## config.mk

```make
export PLATFORM = sky130hd
export DESIGN_NAME = regfile_write_arbiter_flat
export DESIGN_NICKNAME = d
export VERILOG_FILES = /design/src/rtl/regfile_write_arbiter_pkg.sv /design/src/rtl/regfile_write_arbiter_if.sv /design/src/rtl/regfile_wbuf.sv /design/src/rtl/regfile_write_arbiter.sv /design/src/flat_wrapper.sv
export SDC_FILE = /design/constraint.sdc
export NUM_CORES = 1
export LEC_CHECK = 0
export CAP_MARGIN = 20
export CORE_MARGIN = 1.5
export CORE_UTILIZATION = 54
export CTS_BUF_LIST = sky130_fd_sc_hd__clkbuf_4
export DETAILED_ROUTE_END_ITERATION = 6
export MAX_ROUTING_LAYER = met4
export PLACE_DENSITY = 0.95
export SLEW_MARGIN = 0
export SYNTH_ARGS = -nofsm -noshare
export SYNTH_HDL_FRONTEND = slang
export SYNTH_SLANG_ARGS = --single-unit
```

## constraint.sdc

```tcl
create_clock -name clk -period 5.2 [get_ports clk]
set_input_delay 1.04 -clock clk [delete_from_list [all_inputs] [get_ports clk]]
set_output_delay 1.04 -clock clk [all_outputs]
set_load 0.02 [all_outputs]
```

## src/rtl/regfile_write_arbiter_pkg.sv

```systemverilog
// Shared types and constants for the register-file write arbiter.
// Sizes of the file, the load buffer and the starvation limit live here.
package regfile_write_arbiter_pkg;
    localparam int NREG     = 16;
    localparam int W        = 16;
    localparam int DEPTH    = 2;
    localparam int MAX_WAIT = 4;
    localparam int BUF_AW   = (DEPTH > 1) ? $clog2(DEPTH) : 1;
    localparam int BUF_CW   = $clog2(DEPTH + 1);

    typedef logic [3:0]   reg_addr_t;
    typedef logic [W-1:0] data_t;

    typedef enum logic [1:0] {RUN, DRAIN, CLEAR} state_t;

    typedef struct packed {
        reg_addr_t addr;
        data_t     data;
    } wentry_t;

    // R0 decodes to no enable at all: the file's zero register has no cell.
    function automatic logic [NREG-1:0] reg_onehot(input reg_addr_t a);
        logic [NREG-1:0] oh;
        oh = '0;
        if (a != '0) oh[a] = 1'b1;
        return oh;
    endfunction
endpackage

```

## src/rtl/regfile_write_arbiter_if.sv

```systemverilog
// Write-request bundle from the ALU writeback and load-return sources.
// master = request sources, slave = the arbiter.
interface regfile_write_arbiter_if;
    import regfile_write_arbiter_pkg::*;

    logic      alu_we;
    reg_addr_t alu_waddr;
    data_t     alu_wdata;
    logic      alu_stall;

    logic      ld_valid;
    logic      ld_ready;
    reg_addr_t ld_waddr;
    data_t     ld_wdata;

    modport master (
        output alu_we, alu_waddr, alu_wdata, ld_valid, ld_waddr, ld_wdata,
        input  alu_stall, ld_ready
    );

    modport slave (
        input  alu_we, alu_waddr, alu_wdata, ld_valid, ld_waddr, ld_wdata,
        output alu_stall, ld_ready
    );
endinterface

```

## src/rtl/regfile_wbuf.sv

```systemverilog
// Load-write buffer: DEPTH-entry FIFO of {addr, data} with per-entry pend compare.
// Latency: push visible at head next cycle; pend flags combinational from rs1/rs2.
// Backpressure: caller must not push when full; flush overrides push and pop.
module regfile_wbuf
    import regfile_write_arbiter_pkg::*;
(
    input  logic              clk,
    input  logic              rst,
    input  logic              flush,
    input  logic              push,
    input  wentry_t           push_ent,
    input  logic              pop,
    output wentry_t           head,
    output logic              empty,
    output logic              full,
    output logic [BUF_CW-1:0] cnt,
    input  reg_addr_t         rs1,
    input  reg_addr_t         rs2,
    output logic              rs1_pend,
    output logic              rs2_pend
);
    typedef logic [BUF_AW-1:0] ptr_t;

    wentry_t          mem [DEPTH];
    logic [DEPTH-1:0] vld;
    ptr_t             rd_ptr;
    ptr_t             wr_ptr;

    function automatic ptr_t ptr_next(input ptr_t p);
        return (p == ptr_t'(DEPTH - 1)) ? '0 : p + 1'b1;
    endfunction

    always_ff @(posedge clk or negedge rst) begin
        if (!rst) begin
            vld    <= '0;
            rd_ptr <= '0;
            wr_ptr <= '0;
        end else if (flush) begin
            vld    <= '0;
            rd_ptr <= '0;
            wr_ptr <= '0;
        end else begin
            if (pop) begin
                vld[rd_ptr] <= 1'b0;
                rd_ptr      <= ptr_next(rd_ptr);
            end
            if (push) begin
                vld[wr_ptr] <= 1'b1;
                wr_ptr      <= ptr_next(wr_ptr);
            end
        end
    end

    always_ff @(posedge clk) begin
        if (push && !flush) mem[wr_ptr] <= push_ent;
    end

    assign head  = mem[rd_ptr];
    assign empty = !vld[rd_ptr];
    assign full  = vld[wr_ptr];

    always_comb begin
        cnt      = '0;
        rs1_pend = 1'b0;
        rs2_pend = 1'b0;
        for (int i = 0; i < DEPTH; i++) begin
            cnt = cnt + BUF_CW'(vld[i]);
            if (vld[i] && mem[i].addr == rs1) rs1_pend = 1'b1;
            if (vld[i] && mem[i].addr == rs2) rs2_pend = 1'b1;
        end
        rs1_pend = rs1_pend && (rs1 != '0);
        rs2_pend = rs2_pend && (rs2 != '0);
    end
endmodule

```

## src/rtl/regfile_write_arbiter.sv

```systemverilog
// Merges ALU writeback and load-return onto the single register-file write port; runs clear.
// Latency: request accepted at edge N drives WriteReg/D in cycle N+1; read enables combinational.
// Backpressure: ALU stalls only in DRAIN/CLEAR; ld_ready drops when the buffer is full or in DRAIN/CLEAR.
module regfile_write_arbiter
    import regfile_write_arbiter_pkg::*;
(
    input  logic                  clk,
    input  logic                  rst,
    regfile_write_arbiter_if.slave wp,
    input  logic                  clr_req,
    output logic                  busy,
    input  reg_addr_t             rs1,
    input  reg_addr_t             rs2,
    output logic [NREG-1:0]       ReadEnable1,
    output logic [NREG-1:0]       ReadEnable2,
    output logic                  rs1_pend,
    output logic                  rs2_pend,
    output logic [NREG-1:0]       WriteReg,
    output data_t                 D
);
    localparam int                WAIT_W   = $clog2(MAX_WAIT + 1);
    localparam logic [WAIT_W-1:0] WAIT_LIM = WAIT_W'(MAX_WAIT);
    localparam reg_addr_t         LAST_REG = reg_addr_t'(NREG - 1);

    state_t            state_q, state_n;
    logic [WAIT_W-1:0] wait_q, wait_n, wait_inc;
    reg_addr_t         clr_q, clr_n;
    logic              alu_stall, ld_ready, ld_take;
    logic              iss_vld;
    wentry_t           iss;
    logic              buf_push, buf_pop, buf_flush, buf_empty, buf_full;
    logic [BUF_CW-1:0] buf_cnt;
    wentry_t           buf_head, ld_ent;

    assign ld_ent   = '{addr: wp.ld_waddr, data: wp.ld_wdata};
    assign wait_inc = wait_q + 1'b1;

    regfile_wbuf u_wbuf (
        .clk      (clk),
        .rst      (rst),
        .flush    (buf_flush),
        .push     (buf_push),
        .push_ent (ld_ent),
        .pop      (buf_pop),
        .head     (buf_head),
        .empty    (buf_empty),
        .full     (buf_full),
        .cnt      (buf_cnt),
        .rs1      (rs1),
        .rs2      (rs2),
        .rs1_pend (rs1_pend),
        .rs2_pend (rs2_pend)
    );

    always_ff @(posedge clk or negedge rst) begin
        if (!rst) begin
            state_q <= RUN;
            wait_q  <= '0;
            clr_q   <= '0;
        end else begin
            state_q <= state_n;
            wait_q  <= wait_n;
            clr_q   <= clr_n;
        end
    end

    always_comb begin
        state_n   = state_q;
        wait_n    = wait_q;
        clr_n     = clr_q;
        iss_vld   = 1'b0;
        iss       = '0;
        buf_push  = 1'b0;
        buf_pop   = 1'b0;
        buf_flush = 1'b0;
        ld_take   = 1'b0;
        alu_stall = 1'b0;
        ld_ready  = 1'b0;
        busy      = 1'b0;
        case (state_q)
            RUN: begin
                ld_ready = !buf_full;
                ld_take  = wp.ld_valid && !buf_full;
                if (wp.alu_we) begin
                    iss_vld  = 1'b1;
                    iss      = '{addr: wp.alu_waddr, data: wp.alu_wdata};
                    buf_push = ld_take && (wp.ld_waddr != '0);
                end else if (!buf_empty) begin
                    iss_vld  = 1'b1;
                    iss      = buf_head;
                    buf_pop  = 1'b1;
                    buf_push = ld_take && (wp.ld_waddr != '0);
                end else if (ld_take) begin
                    iss_vld = 1'b1;
                    iss     = ld_ent;
                end
                // Age only counts cycles where an entry already sat at the head.
                if (buf_pop || buf_empty) begin
                    wait_n = '0;
                end else begin
                    wait_n = wait_inc;
                    if (wait_inc >= WAIT_LIM) state_n = DRAIN;
                end
            end
            DRAIN: begin
                alu_stall = 1'b1;
                wait_n    = '0;
                if (buf_empty) begin
                    state_n = RUN;
                end else begin
                    iss_vld = 1'b1;
                    iss     = buf_head;
                    buf_pop = 1'b1;
                    if (buf_cnt == BUF_CW'(1)) state_n = RUN;
                end
            end
            CLEAR: begin
                busy      = 1'b1;
                alu_stall = 1'b1;
                iss_vld   = 1'b1;
                iss.addr  = clr_q;
                clr_n     = clr_q + 4'd1;
                if (clr_q == LAST_REG) state_n = RUN;
            end
            default: state_n = RUN;
        endcase
        // This cycle's issue still completes; only the buffer contents are dropped.
        if (clr_req && state_q != CLEAR) begin
            state_n   = CLEAR;
            buf_flush = 1'b1;
            wait_n    = '0;
            clr_n     = 4'd1;
        end
    end

    always_ff @(posedge clk or negedge rst) begin
        if (!rst) begin
            WriteReg <= '0;
            D        <= '0;
        end else if (iss_vld && iss.addr != '0) begin
            WriteReg <= reg_onehot(iss.addr);
            D        <= iss.data;
        end else begin
            WriteReg <= '0;
        end
    end

    assign wp.alu_stall = alu_stall;
    assign wp.ld_ready  = ld_ready;
    assign ReadEnable1  = reg_onehot(rs1);
    assign ReadEnable2  = reg_onehot(rs2);
endmodule

```

## src/flat_wrapper.sv

```systemverilog
// flat-port wrapper written by rule: the top's interface ports become plain ports
module regfile_write_arbiter_flat import regfile_write_arbiter_pkg::*;
  (clk, rst, clr_req, busy, rs1, rs2, ReadEnable1, ReadEnable2, rs1_pend, rs2_pend, WriteReg, D, wp_alu_we, wp_alu_waddr, wp_alu_wdata, wp_ld_valid, wp_ld_waddr, wp_ld_wdata, wp_alu_stall, wp_ld_ready);
  regfile_write_arbiter_if wp_i ();
  input  logic clk;
  input  logic rst;
  input  logic clr_req;
  output logic busy;
  input  reg_addr_t rs1;
  input  reg_addr_t rs2;
  output logic [NREG-1:0] ReadEnable1;
  output logic [NREG-1:0] ReadEnable2;
  output logic rs1_pend;
  output logic rs2_pend;
  output logic [NREG-1:0] WriteReg;
  output data_t D;
  input wire logic [$bits(wp_i.alu_we)-1:0] wp_alu_we;
  input wire logic [$bits(wp_i.alu_waddr)-1:0] wp_alu_waddr;
  input wire logic [$bits(wp_i.alu_wdata)-1:0] wp_alu_wdata;
  input wire logic [$bits(wp_i.ld_valid)-1:0] wp_ld_valid;
  input wire logic [$bits(wp_i.ld_waddr)-1:0] wp_ld_waddr;
  input wire logic [$bits(wp_i.ld_wdata)-1:0] wp_ld_wdata;
  output wire logic [$bits(wp_i.alu_stall)-1:0] wp_alu_stall;
  output wire logic [$bits(wp_i.ld_ready)-1:0] wp_ld_ready;
  assign wp_i.alu_we = wp_alu_we;
  assign wp_i.alu_waddr = wp_alu_waddr;
  assign wp_i.alu_wdata = wp_alu_wdata;
  assign wp_i.ld_valid = wp_ld_valid;
  assign wp_i.ld_waddr = wp_ld_waddr;
  assign wp_i.ld_wdata = wp_ld_wdata;
  assign wp_alu_stall = wp_i.alu_stall;
  assign wp_ld_ready = wp_i.ld_ready;
  regfile_write_arbiter u_core (.clk(clk), .rst(rst), .wp(wp_i), .clr_req(clr_req), .busy(busy), .rs1(rs1), .rs2(rs2), .ReadEnable1(ReadEnable1), .ReadEnable2(ReadEnable2), .rs1_pend(rs1_pend), .rs2_pend(rs2_pend), .WriteReg(WriteReg), .D(D));
endmodule
```

==> impl_results.rst <==
.. list-table::
   :header-rows: 1

   * - Metric
     - Value
   * - Final non-filler cell area
     - roughly 0.0057 mm^2
   * - Largest fanout on the critical path
     - 9
   * - Count of boundary I/O pins
     - 122
   * - Headroom to the max-slew limit
     - a little over a third
   * - Area Overhead vs Synth
     - 29.1%
   * - Non-filler cells, final
     - 621
   * - Worst Hold Depth
     - 1
   * - Buffer depth of the longest clock path
     - 2
   * - Final number of hold-violating endpoints
     - 0
   * - Post-synth design cell area
     - 0.00445 mm^2
   * - DPL Wire Length
     - ~7800 um
   * - Via count of the first global-routing pass
     - between 3k and 4k
   * - Y dimension of the die
     - 93.8 um
   * - Area fraction in compound gates after synthesis
     - roughly an eighth
   * - Category of the worst setup path capture point
     - output port
   * - Clk root buf
     - sky130_fd_sc_hd__clkbuf_4
   * - Max Transition Viols Final
     - 0
   * - Final antenna-violating net count
     - 0
   * - Slew of the pin with the lowest slew margin
     - 0.954 ns
   * - Main combinational cell family by area after synthesis
     - simple AND/OR/NAND/NOR gates
   * - Number of rows in the core area
     - 32
   * - Reg area
     - 0.00230 mm^2
   * - Post-synthesis area per instance
     - about 11 um^2
   * - Post-CTS Setup Repair Bufs
     - 0
   * - Post-synthesis xor/xnor area fraction
     - about 3.7%
   * - Ant. Diodes
     - 0
   * - Number of warning messages in the yosys log
     - 0
   * - Leftover overflow at the end of global routing
     - 0
   * - Highest-count cells in the layout ignoring fill and taps
     - 117 x sky130_fd_sc_hd__clkdlybuf4s50_1, 45 x sky130_fd_sc_hd__nor2_1, 44 x sky130_fd_sc_hd__dfrtp_1
   * - End point of the worst hold path
     - u_core.D[13]
   * - Number of hold buffers added after CTS
     - 0
   * - Wire length on met3
     - roughly 890 um
   * - Final clock skew
     - ~0.024 ns
   * - FILL cells
     - between 500 and 600
   * - DR pass1 iterations
     - 4
   * - Wire length after detailed routing
     - 10800 um
   * - Endpoint of the worst-slack reg-to-reg timing path
     - u_core.D[12]
   * - Gr usage total
     - approximately a quarter
   * - Final routed DRC violation total
     - 0
   * - Effective utilization at floorplan
     - a little under three fifths
   * - Placed Area
     - 0.00563 mm^2
   * - Number of enable flip-flop cells after synthesis
     - 40
   * - Ys async rst share
     - around 52%
   * - Inserted Clock Buffers
     - 9
   * - Detailed-routing wirelength on met1
     - between 4000 and 5000 um
   * - Result of the run
     - complete, no violations
   * - Leak Pwr
     - approximately 2.2 nW
   * - Register bit count reported by yosys
     - 84
   * - DIE WIDTH
     - approximately 94 um
   * - Pin count of the biggest net entering global routing
     - 45
   * - VDD IR max
     - 204 uV
   * - Routability-driven placement congestion ratio
     - roughly 0.9
   * - Most common flop cell mapped by yosys
     - sky130_fd_sc_hd__dfrtp_1
   * - Final setup violation count
     - 0
   * - Portion of netlist area occupied by mux cells
     - 8.99%
   * - Type of the setup path with the least slack
     - input pin to output port
   * - Number of gates resized after cts
     - 0
   * - Number of clock sinks seen by CTS
     - 84
   * - Nets
     - approximately 570
   * - Arithmetic-cell share of the synthesized area counting full adders, half adders and majority gates
     - approximately 1.7%
   * - Number of antenna violations at the first check in global routing
     - 0
   * - Routed via count divided by cell count
     - about 5.9
   * - Startpoint types
     - input pin
   * - Start of the worst register-to-register path
     - u_core.state_q[0]
   * - Sequential area share after synthesis
     - 51.7%
   * - Worst r2r path cells
     - 7
   * - Start point of the worst min-delay path
     - u_core.D[13]
   * - Data arrival time of the critical path
     - 2.97 ns
   * - Core region area
     - just under 0.008 mm^2
   * - Clock insertion delay at the later pin of the skew report
     - ~0.43 ns
   * - Unrepaired setup endpoints after global routing
     - false
   * - Routed length per instance
     - around 17 um
   * - Wire length of the first global-routing pass
     - roughly 17000 um
   * - Post-synthesis share of cell area spent on and, or, nand and nor gates
     - between 10% and 20%
   * - Worst hold path class
     - flop to flop
   * - Most common cell after layout, fill and taps aside
     - sky130_fd_sc_hd__clkdlybuf4s50_1
   * - Areal power density over the cells
     - about 420 mW/mm^2
   * - DRC violation total after the first TritonRoute iteration
     - 253
   * - Total number of H-tree levels
     - 3
   * - Multi-input logic area
     - between 0.0015 and 0.002 mm^2
   * - Top Metal Used
     - met4
   * - Peak Freq
     - between 200 and 250 MHz
   * - Clock tree from TritonCTS
     - yes
   * - Worst Path Required
     - ~4.2 ns
   * - Clk pin slew, worst setup/hold paths
     - about 0.14 ns
   * - Reg-to-reg setup timing slack
     - ~1.7 ns
   * - Number of placed instances with taps included
     - 605
   * - Max-cap violations
     - 0
   * - Die area
     - 0.00880 mm^2
   * - Met2 routed wirelength
     - about 5400 um
   * - Post-route fraction of the period consumed by the critical path
     - 77.1%
   * - TNS Setup
     - 0 ns
   * - Share of final-layout standard cells stronger than drive strength 1
     - under 10%
   * - Number of distinct library cells after synthesis
     - 48
   * - Count of input and output buffers
     - ~120
   * - Final worst path period need
     - roughly 4 ns
   * - Number of vias after detailed routing
     - about 3.6k
   * - Post-Syn Instances
     - a little over 400
## layer usage
| layer | global-route usage (%) | vias to the layer above |
|---|---|---|
| met5 | - | - |
| met4 | 10.6 | 0 |
| met3 | 5.02 | 24 |
| met2 | 45.2 | 193 |
| met1 | 30.1 | 1727 |
| li1 | - | 1691 |
## worst max-delay path, cell delays in order
cell	delay [ns]
sky130_fd_sc_hd__clkdlybuf4s50_1	0.58
sky130_fd_sc_hd__xor2_1	0.25
sky130_fd_sc_hd__nor3_1	0.19
sky130_fd_sc_hd__nand3_1	0.10
sky130_fd_sc_hd__a21oi_1	0.18
sky130_fd_sc_hd__clkdlybuf4s50_1	0.63
## through the flow
step / power [mW] / hold WS (ns) / util [%] / setup slack, ns
finish: 2.42 / 0.534 / 73.2 / 1.19
global route: 2.56 / 0.546 / 73.2 / 1.08
CTS: 2.43 / 0.533 / 73.2 / 1.19
detailed placement: 2.11 / 0.499 / 71.7 / 1.12
global placement: 2.05 / 0.497 / 71.7 / 1.25
floorplan: 1.75 / 0.493 / - / 1.45
## worst max-delay path by stage
stage	startpoint	end	slack [ns]	depth (start not counted)
2_1_floorplan	wp_alu_we	u_core.u_wbuf.mem[0][0]	1.45	6
4_1_cts	rs1[1]	rs1_pend	1.19	6
3_3_place_gp	wp_alu_we	u_core.D[1]	1.25	7
5_1_grt	rs2[3]	rs2_pend	1.08	6
3_5_place_dp	wp_alu_we	u_core.D[1]	1.12	7
6_report	rs1[0]	rs1_pend	1.19	6
## power by group
part | leakage [nW] | switching, mW | total [mW] | internal (mW)
Combinational | 1.16 | 0.638 | 1.17 | 0.530
Clock | 0.0575 | 0.227 | 0.326 | 0.0994
Sequential | 0.954 | 0.112 | 0.930 | 0.817
Total | 2.17 | 0.977 | 2.42 | 1.45
## kinds of logic (layout without fill, tap and decap cells)
group / after synthesis / count (layout)
flip-flops: 84 / 84
AND/OR/NAND/NOR: 155 / 155
buffers and inverters: 42 / 146
AO/OA/AOI/OAI: 72 / 72
other: 1 / 3
multiplexers: 34 / 34
XOR/XNOR: 19 / 19
adder cells (fa/ha/maj): 6 / 6
## registers in the layout (all words and copies together) (netlist names)
| signal | flops |
|---|---|
| u_core.u_wbuf.mem | 40 |
| u_core.D | 16 |
| u_core.WriteReg | 15 |
| u_core.clr_q | 4 |
| u_core.wait_q | 3 |
| u_core.state_q | 2 |
| u_core.u_wbuf.vld | 2 |
| u_core.u_wbuf.rd_ptr | 1 |
| u_core.u_wbuf.wr_ptr | 1 |
## cell usage after synthesis (6+ instances only)
library cell               count  area [um^2]
sky130_fd_sc_hd__xnor2_1       7         61.3
sky130_fd_sc_hd__edfxtp_1     40         1200
sky130_fd_sc_hd__a21oi_1       9         45.0
sky130_fd_sc_hd__nor2b_1       6         37.5
sky130_fd_sc_hd__o22ai_1      16          100
sky130_fd_sc_hd__nand2b_1      9         56.3
sky130_fd_sc_hd__inv_1         7         26.3
sky130_fd_sc_hd__nor2_1       45          169
sky130_fd_sc_hd__mux2_4       10          150
sky130_fd_sc_hd__nand2_1      25         93.8
sky130_fd_sc_hd__ha_1          6         75.1
sky130_fd_sc_hd__nand3_1      12         60.1
sky130_fd_sc_hd__a31oi_1      16          100
sky130_fd_sc_hd__clkbuf_1     19         71.3
sky130_fd_sc_hd__nor3_1       24          120
sky130_fd_sc_hd__xor2_1       12          105
sky130_fd_sc_hd__mux2_2        8         90.1
sky130_fd_sc_hd__mux2i_1      16          160
sky130_fd_sc_hd__dfrtp_1      44         1100
sky130_fd_sc_hd__and2_1       16          100
sky130_fd_sc_hd__o21ai_0       6         30.0
## cell type report
class	instances	area share, %
Inverter	8	0.522
Tap cell	102	2.22
Clock buffer	9	1.18
Clock inverter	7	0.892
Sequential cell	84	40.1
Timing Repair Buffer	122	21.0
Multi-Input combinational cell	289	34.2
(Power assumes the default switching activity.)
